## config.mk

```make
export PLATFORM = sky130hd
export DESIGN_NAME = i2s_transmitter
export DESIGN_NICKNAME = d
export VERILOG_FILES = /design/src/rtl/i2s_transmitter.sv
export SDC_FILE = /design/constraint.sdc
export NUM_CORES = 1
export LEC_CHECK = 0
export ABC_AREA = 0
export CORE_AREA = 2 2 84 86
export DETAILED_ROUTE_END_ITERATION = 8
export DIE_AREA = 0 0 86 88
export HOLD_SLACK_MARGIN = 0.05
export PLACE_DENSITY = 0.89
export SYNTH_ARGS = -nofsm -noshare
export SYNTH_HDL_FRONTEND = slang
export SYNTH_SLANG_ARGS = --single-unit
```

## constraint.sdc

```tcl
create_clock -name clk_in -period 3.2 [get_ports clk_in]
set_input_delay 0.32 -clock clk_in [delete_from_list [all_inputs] [get_ports clk_in]]
set_output_delay 0.32 -clock clk_in [all_outputs]
set_load 0.02 [all_outputs]
```

## src/rtl/i2s_transmitter.sv

```systemverilog
// I2S stereo transmitter: 64-bclk frames with 16-bit samples, left-justified after the one-bclk
// I2S delay. A single pending pair is double-buffered into the shift words at each frame start.
module i2s_transmitter #(
    parameter int unsigned BCLK_DIV = 12
) (
    input  logic        clk_in,
    input  logic        rst_in,
    input  logic [15:0] left_sample_in,
    input  logic [15:0] right_sample_in,
    input  logic        valid_in,
    output logic        i2s_bclk_out,
    output logic        i2s_lrclk_out,
    output logic        i2s_data_out,
    output logic        frame_start_out,
    output logic        underrun_out,
    output logic        overrun_out
);

    localparam int unsigned DivW = (BCLK_DIV > 2) ? $clog2(BCLK_DIV) : 1;

    typedef enum logic {StIdleWait, StRun} state_e;

    state_e          state_q, state_d;
    logic [DivW-1:0] div_q, div_d;
    logic            bclk_q, bclk_d;
    logic [5:0]      cnt_q, cnt_d;
    logic            lrclk_q, lrclk_d;
    logic            data_q, data_d;
    logic [15:0]     cur_l_q, cur_l_d, cur_r_q, cur_r_d;
    logic [15:0]     pend_l_q, pend_l_d, pend_r_q, pend_r_d;
    logic            flag_q, flag_d;
    logic            frame_q, frame_d, under_q, under_d, over_q, over_d;

    logic            div_end, fall, load;
    logic [5:0]      cnt_inc;
    logic [4:0]      slot_k;
    logic [3:0]      slot_idx;
    logic [15:0]     slot_word;
    logic            slot_bit;

    assign div_end = (div_q == DivW'(BCLK_DIV - 1));
    assign fall    = div_end && bclk_q;
    assign load    = fall && (cnt_q == 6'd63);
    assign cnt_inc = cnt_q + 6'd1;

    // Bit for the slot position being entered; slot 0 carries the one-bclk I2S delay.
    assign slot_k    = cnt_inc[4:0];
    assign slot_word = cnt_inc[5] ? cur_r_q : cur_l_q;
    assign slot_idx  = 4'(5'd16 - slot_k);
    assign slot_bit  = (slot_k != 5'd0 && slot_k <= 5'd16) ? slot_word[slot_idx] : 1'b0;

    always_comb begin
        state_d  = state_q;
        div_d    = div_q;
        bclk_d   = bclk_q;
        cnt_d    = cnt_q;
        lrclk_d  = lrclk_q;
        data_d   = data_q;
        cur_l_d  = cur_l_q;
        cur_r_d  = cur_r_q;
        pend_l_d = pend_l_q;
        pend_r_d = pend_r_q;
        flag_d   = flag_q;
        frame_d  = 1'b0;
        under_d  = 1'b0;
        over_d   = 1'b0;

        if (div_end) begin
            div_d  = '0;
            bclk_d = ~bclk_q;
        end else begin
            div_d = div_q + DivW'(1);
        end

        if (fall) begin
            cnt_d   = cnt_inc;
            lrclk_d = cnt_inc[5];
            data_d  = slot_bit;
        end

        if (load) begin
            if (flag_q) begin
                cur_l_d = pend_l_q;
                cur_r_d = pend_r_q;
                flag_d  = 1'b0;
                frame_d = 1'b1;
            end else begin
                under_d = 1'b1;
            end
        end

        // A pair arriving on the load cycle stays pending after the old one is consumed.
        if (valid_in) begin
            pend_l_d = left_sample_in;
            pend_r_d = right_sample_in;
            flag_d   = 1'b1;
            over_d   = flag_q && !load;
        end

        unique case (state_q)
            StIdleWait: if (fall) state_d = StRun;
            StRun:      state_d = StRun;
        endcase
    end

    always_ff @(posedge clk_in or posedge rst_in) begin
        if (rst_in) begin
            state_q  <= StIdleWait;
            div_q    <= '0;
            bclk_q   <= 1'b0;
            cnt_q    <= 6'd63;
            lrclk_q  <= 1'b0;
            data_q   <= 1'b0;
            cur_l_q  <= '0;
            cur_r_q  <= '0;
            pend_l_q <= '0;
            pend_r_q <= '0;
            flag_q   <= 1'b0;
            frame_q  <= 1'b0;
            under_q  <= 1'b0;
            over_q   <= 1'b0;
        end else begin
            state_q  <= state_d;
            div_q    <= div_d;
            bclk_q   <= bclk_d;
            cnt_q    <= cnt_d;
            lrclk_q  <= lrclk_d;
            data_q   <= data_d;
            cur_l_q  <= cur_l_d;
            cur_r_q  <= cur_r_d;
            pend_l_q <= pend_l_d;
            pend_r_q <= pend_r_d;
            flag_q   <= flag_d;
            frame_q  <= frame_d;
            under_q  <= under_d;
            over_q   <= over_d;
        end
    end

    assign i2s_bclk_out    = bclk_q;
    assign i2s_lrclk_out   = lrclk_q;
    assign i2s_data_out    = data_q;
    assign frame_start_out = frame_q;
    assign underrun_out    = under_q;
    assign overrun_out     = over_q;

endmodule

```

Word-level counts from Yosys, hierarchy flattened. Cells that the tools add are included. W data, S select, Z words.

Bits in registers: 81. Bits of input ports: 35. Output and inout port bits: 6. Logic and storage cells: 41.

Add/sub/neg operators: 3. $lt $le $gt $ge: 2. Eq/ne operators: 2. Muxes and demuxes: 12. Bitwise logic cells: 1. Reduce and logical (&&, ||, !) cells: 8.

Operators with widths (number): $mux W16 (1); $mux W1 (9); $add A6 B1 Y6 const B (1); $eq A6 B6 Y1 const B (1); $le A5 B5 Y1 const B (1); $lt A4 B5 Y1 const B (1); $reduce_bool A5 Y1 (1); $add A4 B1 Y4 const B (1); $bmux W1 S4 (1); $eq A4 B4 Y1 const B (1); $logic_and A1 B1 Y1 (4); $mux W4 (1); $sub A1 B4 Y4 const A (1); $reduce_and A2 Y1 (1); $reduce_bool A2 Y1 (1); $logic_not A1 Y1 (1); $not A1 Y1 (1).

Longest topological paths before layout.
Word-level depth: 6. Mapped depth: 9. Mapped depth without buffers: 7.

Worst setup path before layout. OpenSTA, ideal clock, no wires.

Kind: register -> register. Start point: register cnt_q[1]. End point: register data_q (netlist: i2s_data_out). Setup time: 0.122 ns. Arrival: 2.254 ns. Required time: 3.078 ns. Setup slack: 0.824 ns. Cell stages (with the launch flop): 9. Path buffers: 1. Clock period less this slack: 2.376 ns. Cell sequence: dfstp_2 > ha_1 > buf_2 > nand2b_1 > a2111oi_2 > a2111o_1 > a211oi_1 > or3_1 > a32o_1.

Cells in the longest elaborated chain, start to end: 5. Elaborated cells on any way between the ends: 9. Those cells by class: add/sub: 2; order compare: 1; mux: 4; reduce/logical: 2.

RTL lines: from (decl) (line 26) `logic [5:0] cnt_q, cnt_d;`; from (signal assigned) (line 126) `cnt_q <= cnt_d;`; $add A6 B1 Y6 * (line 44) `assign cnt_inc = cnt_q + 6'd1;`; named net cnt_inc[1] (line 35) `logic [5:0] cnt_inc;`; $sub A1 B4 Y4 (line 49) `assign slot_idx = 4'(5'd16 - slot_k);`; $bmux W1 S4 (line 50) `assign slot_bit = (slot_k != 5'd0 && slot_k <= 5'd16) ? slot_word[slot_idx] : 1'b0;`; $mux W1 (not written as such) (line 50); $mux W1 * (line 50); to (signal assigned) (line 128) `data_q <= data_d;`; to (decl) (line 28) `logic data_q, data_d;`.

The timed path passes the listed nets; every way through them passes the cells marked *. The select of a mux whose other input is x is not followed. A chain may end at the register's enable or synchronous reset.

Worst setup path in the final report.
Start point: register cnt_q[0]. End point: register data_q (netlist: i2s_data_out).

The elaborated chain is that of the path after synthesis.

==> impl_summary.txt <==
----------------------------------------------------
[Clock tree]
  CTS H-tree lvls ... 3
  Number of gates resized after CTS ... 0
  Clock tree from TritonCTS ... done
  Number of buffers inserted by hold repair at cts ... 0
  Total clock buffers created by CTS ... 9
  Clock transition at the register clock pins on the worst setup and hold paths after CTS ... 0.08 ns
  Num Clock Sinks ... 81
  Insertion delay of the later-clocked pin in the worst-skew pair ... 0.35 ns
  Setup repair bufs after CTS ... 0
  Root Driver ... sky130_fd_sc_hd__clkbuf_8
  Clock Tree Buf Depth ... 2

[Critical path]
  Required time reported for the critical path endpoint ... 3.43 ns
  Critical path data arrival time ... 2.99 ns
  Critical path start-end classification ... register to register
  Max incr delay on CP ... 0.72 ns
  Critical-path cell with the highest stage delay ... sky130_fd_sc_hd__dfstp_2
  Critical Path Source Type ... register
  Cells along the critical path ... ha_1 -> nand2b_1 -> a2111oi_2 -> a2111o_1 -> a211oi_1 -> or3_1 -> a32o_1
  Crit end category ... register
  Slack of the worst reg-to-reg path ... 0.44 ns
  Largest fanout on the critical path ... 17

[Synth]
  Syn nets ... 311
  Count of flip-flops with a built-in enable after synthesis ... 0
  Fraction of synthesis flops using an asynchronous set or reset pin ... 1.00
  Total standard cell area after synthesis ... 3620 um2
  Flip-flop and latch count after synthesis ... 81
  Portion of the post-synthesis area used by sequential elements ... 0.562
  Fraction of post-synthesis cell area in the top cell type by area ... 0.518
  Most common cell in the synthesized netlist ... sky130_fd_sc_hd__dfrtp_1
  Cell count after synthesis ... 274
  Largest area contributor in the netlist ... sky130_fd_sc_hd__dfrtp_1
  Most used standard cells in the synthesized netlist ... sky130_fd_sc_hd__dfrtp_1 (75), sky130_fd_sc_hd__mux2_2 (66), sky130_fd_sc_hd__nor2_1 (12)
  Avg Cell Area, Syn ... 13.2 um2
  Number of library cell types mapped by synthesis ... 53
  Prevailing post-synth register cell ... sky130_fd_sc_hd__dfrtp_1
  Leading cell types by total area after synthesis ... sky130_fd_sc_hd__dfrtp_1 (52%), sky130_fd_sc_hd__mux2_2 (21%), sky130_fd_sc_hd__dfstp_2 (4.4%)
  Warning count from the yosys run ... 0

[Floorplan]
  X dimension of the die ... 86 um
  Placeable core region ... 6640 um2
  Starting Density ... 0.545
  I/O pins ... 41
  Die H ... 88 um
  # rows ... 30
  Die area ... 7570 um2

[STA]
  Total count of max-transition violations in the final report ... 0
  Final setup violation count ... 0
  RSZ-0062 raised after global routing ... no
  Hold violation count in the final report ... 0
  Post-route setup slack ... 0.439 ns
  Min cycle time layout ... 2.76 ns
  Fraction of the cycle the final worst path needs ... 0.863
  Max transition margin ... 0.468
  Slew at the pin closest to its max-slew limit ... 0.797 ns
  Highest clock frequency the design can meet ... 362 MHz
  Worst setup skew after layout ... 0.0116 ns
  Setup TNS ... 0 ns

[Detailed routing]
  Via count ... 2288
  Routed via count divided by cell count ... 5.73
  Drc violations ... 0
  Antenna-violating nets left ... 0
  Total routed wirelength ... 6820 um
  DR WL/cell ... 17.1 um
  Count of TritonRoute iterations in the first routing pass ... 4
  Iteration-0 DRC Markers ... 148

[Cells and area]
  Fraction of the core area covered by cells at the end of the flow ... 0.647
  FF+latch area ... 2030 um2
  Antenna diodes ... 0
  Final Instance Count excl. Fillers ... 399
  Share of layout cells above drive strength 1 ... 0.313
  Multi-input combinational cell area ... 1480 um2
  Number of nets at the end of the flow ... 351
  Filler Cell Count ... 506
  Area growth, synth to finish ... 18.8%

[Pwr]
  Largest vdd supply drop ... 0.000316 V
  Final total power ... 0.00203 W
  Leakage Power ... 1.91 nW
  Power density of the placed cells ... 471 nW/um2

[Global route]
  Largest net degree at the start of global routing ... 39
  Grt total ovfl ... 0
  Antenna violations before repair ... 0
  Aggregate global-route resource usage ... 0.203
  Via count of the first global-routing pass ... 2380
  First-pass GRT wire length ... 11700 um

[Placed design]
  Minimum setup slack after placement ... 0.469 ns
  Global placement routability congestion ... 0.902
  Number of instances in the placed design ... 383
  Port-buffer cells ... 40
  Detail Placement HPWL ... 4790 um

[Outcome]
  Outcome ... completed

[Worst hold path]
  HP Class ... primary input to asynchronous set/reset pin

[Flow run]
  Max_cap viols ... 0

----------------------------------------------------
-- worst max-delay path, delay by kind of cell (launching register included) --
family	cells	cell delay (ns)
simple gates	2	0.67
fa+ha+maj	1	0.40
compound gates	4	0.85
flops	1	0.72
-- routing by layer --
layer,share of wire,GRT usage
met2,0.51,0.335
met5,0,0
met4,0.018,0.0750
met1,0.43,0.262
met3,0.039,0.0509
-- state kept, by name, summed over array words and instances (netlist names) --
name / flops
cnt_q: 6
cur_l_q: 16
cur_r_q: 16
div_q: 4
flag_q: 1
frame_start_out: 1
i2s_bclk_out: 1
i2s_data_out: 1
i2s_lrclk_out: 1
overrun_out: 1
pend_l_q: 16
pend_r_q: 16
underrun_out: 1
-- layout make-up --
cell class / instances / area share
flip-flops and latches: 81 / 0.473
multi-input cells: 171 / 0.344
repair buffers: 44 / 0.103
clock buffers: 11 / 0.0329
well taps: 80 / 0.0233
clock inverters: 5 / 0.0183
inverters: 7 / 0.00611
-- kinds of logic (layout without fill, tap and decap cells) --
group / count (synthesis) / count (layout) / synth area share
buffers and inverters: 22 / 67 / 0.0301
AOI/OAI and AO/OA: 37 / 37 / 0.0781
xor gates and xnor gates: 12 / 12 / 0.0290
adders and majority gates: 2 / 2 / 0.00691
DFF: 81 / 81 / 0.562
muxes: 71 / 71 / 0.223
and+or+nand+nor: 49 / 49 / 0.0712
-- metrics by stage --
| stage | area (um2) | hold slack [ns] |
|---|---|---|
| 6_report | 4300 | 0.435 |
| 4_1_cts | 4300 | 0.459 |
| 3_3_place_gp | 4080 | 0.450 |
| 3_5_place_dp | 4080 | 0.463 |
| 5_1_grt | 4300 | 0.491 |
| 2_1_floorplan | 3620 | 0.430 |
-- path summary, 6_finish.rpt --
check | from | cells after the start | to
worst min-delay path | rst_in | 2 | pend_l_q[6]$_DFFE_PP0P_
worst max-delay path | cnt_q[0]$_DFFE_PP1P_ | 7 | i2s_data_out$_DFFE_PP0P_
worst min register to register | div_q[0]$_DFF_PP0_ | 1 | div_q[0]$_DFF_PP0_
worst max register to register | cnt_q[0]$_DFFE_PP1P_ | 7 | i2s_data_out$_DFFE_PP0P_
min in group clk_in | div_q[0]$_DFF_PP0_ | 1 | div_q[0]$_DFF_PP0_
max in group asynchronous | rst_in | 3 | pend_r_q[8]$_DFFE_PP0P_
-- power by group --
group	internal, W	leakage (nW)	switching [W]
clock	0.000460	0.113	0.000360
sequential	0.00106	1.03	0.0000218
combinational	0.0000773	0.774	0.0000437
total	0.00160	1.91	0.000426
-- layout by cell type, fill, tap and decap left out, types with 3 or more instances in the layout --
cell,count
sky130_fd_sc_hd__nor3_1,3
sky130_fd_sc_hd__buf_4,3
sky130_fd_sc_hd__mux2i_1,3
sky130_fd_sc_hd__nand2_1,10
sky130_fd_sc_hd__clkbuf_8,10
sky130_fd_sc_hd__xnor2_1,7
sky130_fd_sc_hd__a21oi_1,3
sky130_fd_sc_hd__nand2b_1,4
sky130_fd_sc_hd__mux2_2,66
sky130_fd_sc_hd__xor2_1,5
sky130_fd_sc_hd__dfstp_2,6
sky130_fd_sc_hd__clkdlybuf4s50_1,40
sky130_fd_sc_hd__nand3_1,6
sky130_fd_sc_hd__dfrtp_1,75
sky130_fd_sc_hd__nor2_1,12
sky130_fd_sc_hd__inv_1,5
sky130_fd_sc_hd__o21ai_0,8
sky130_fd_sc_hd__a311oi_1,3
Note: power is estimated with default switching activity, not from simulation.
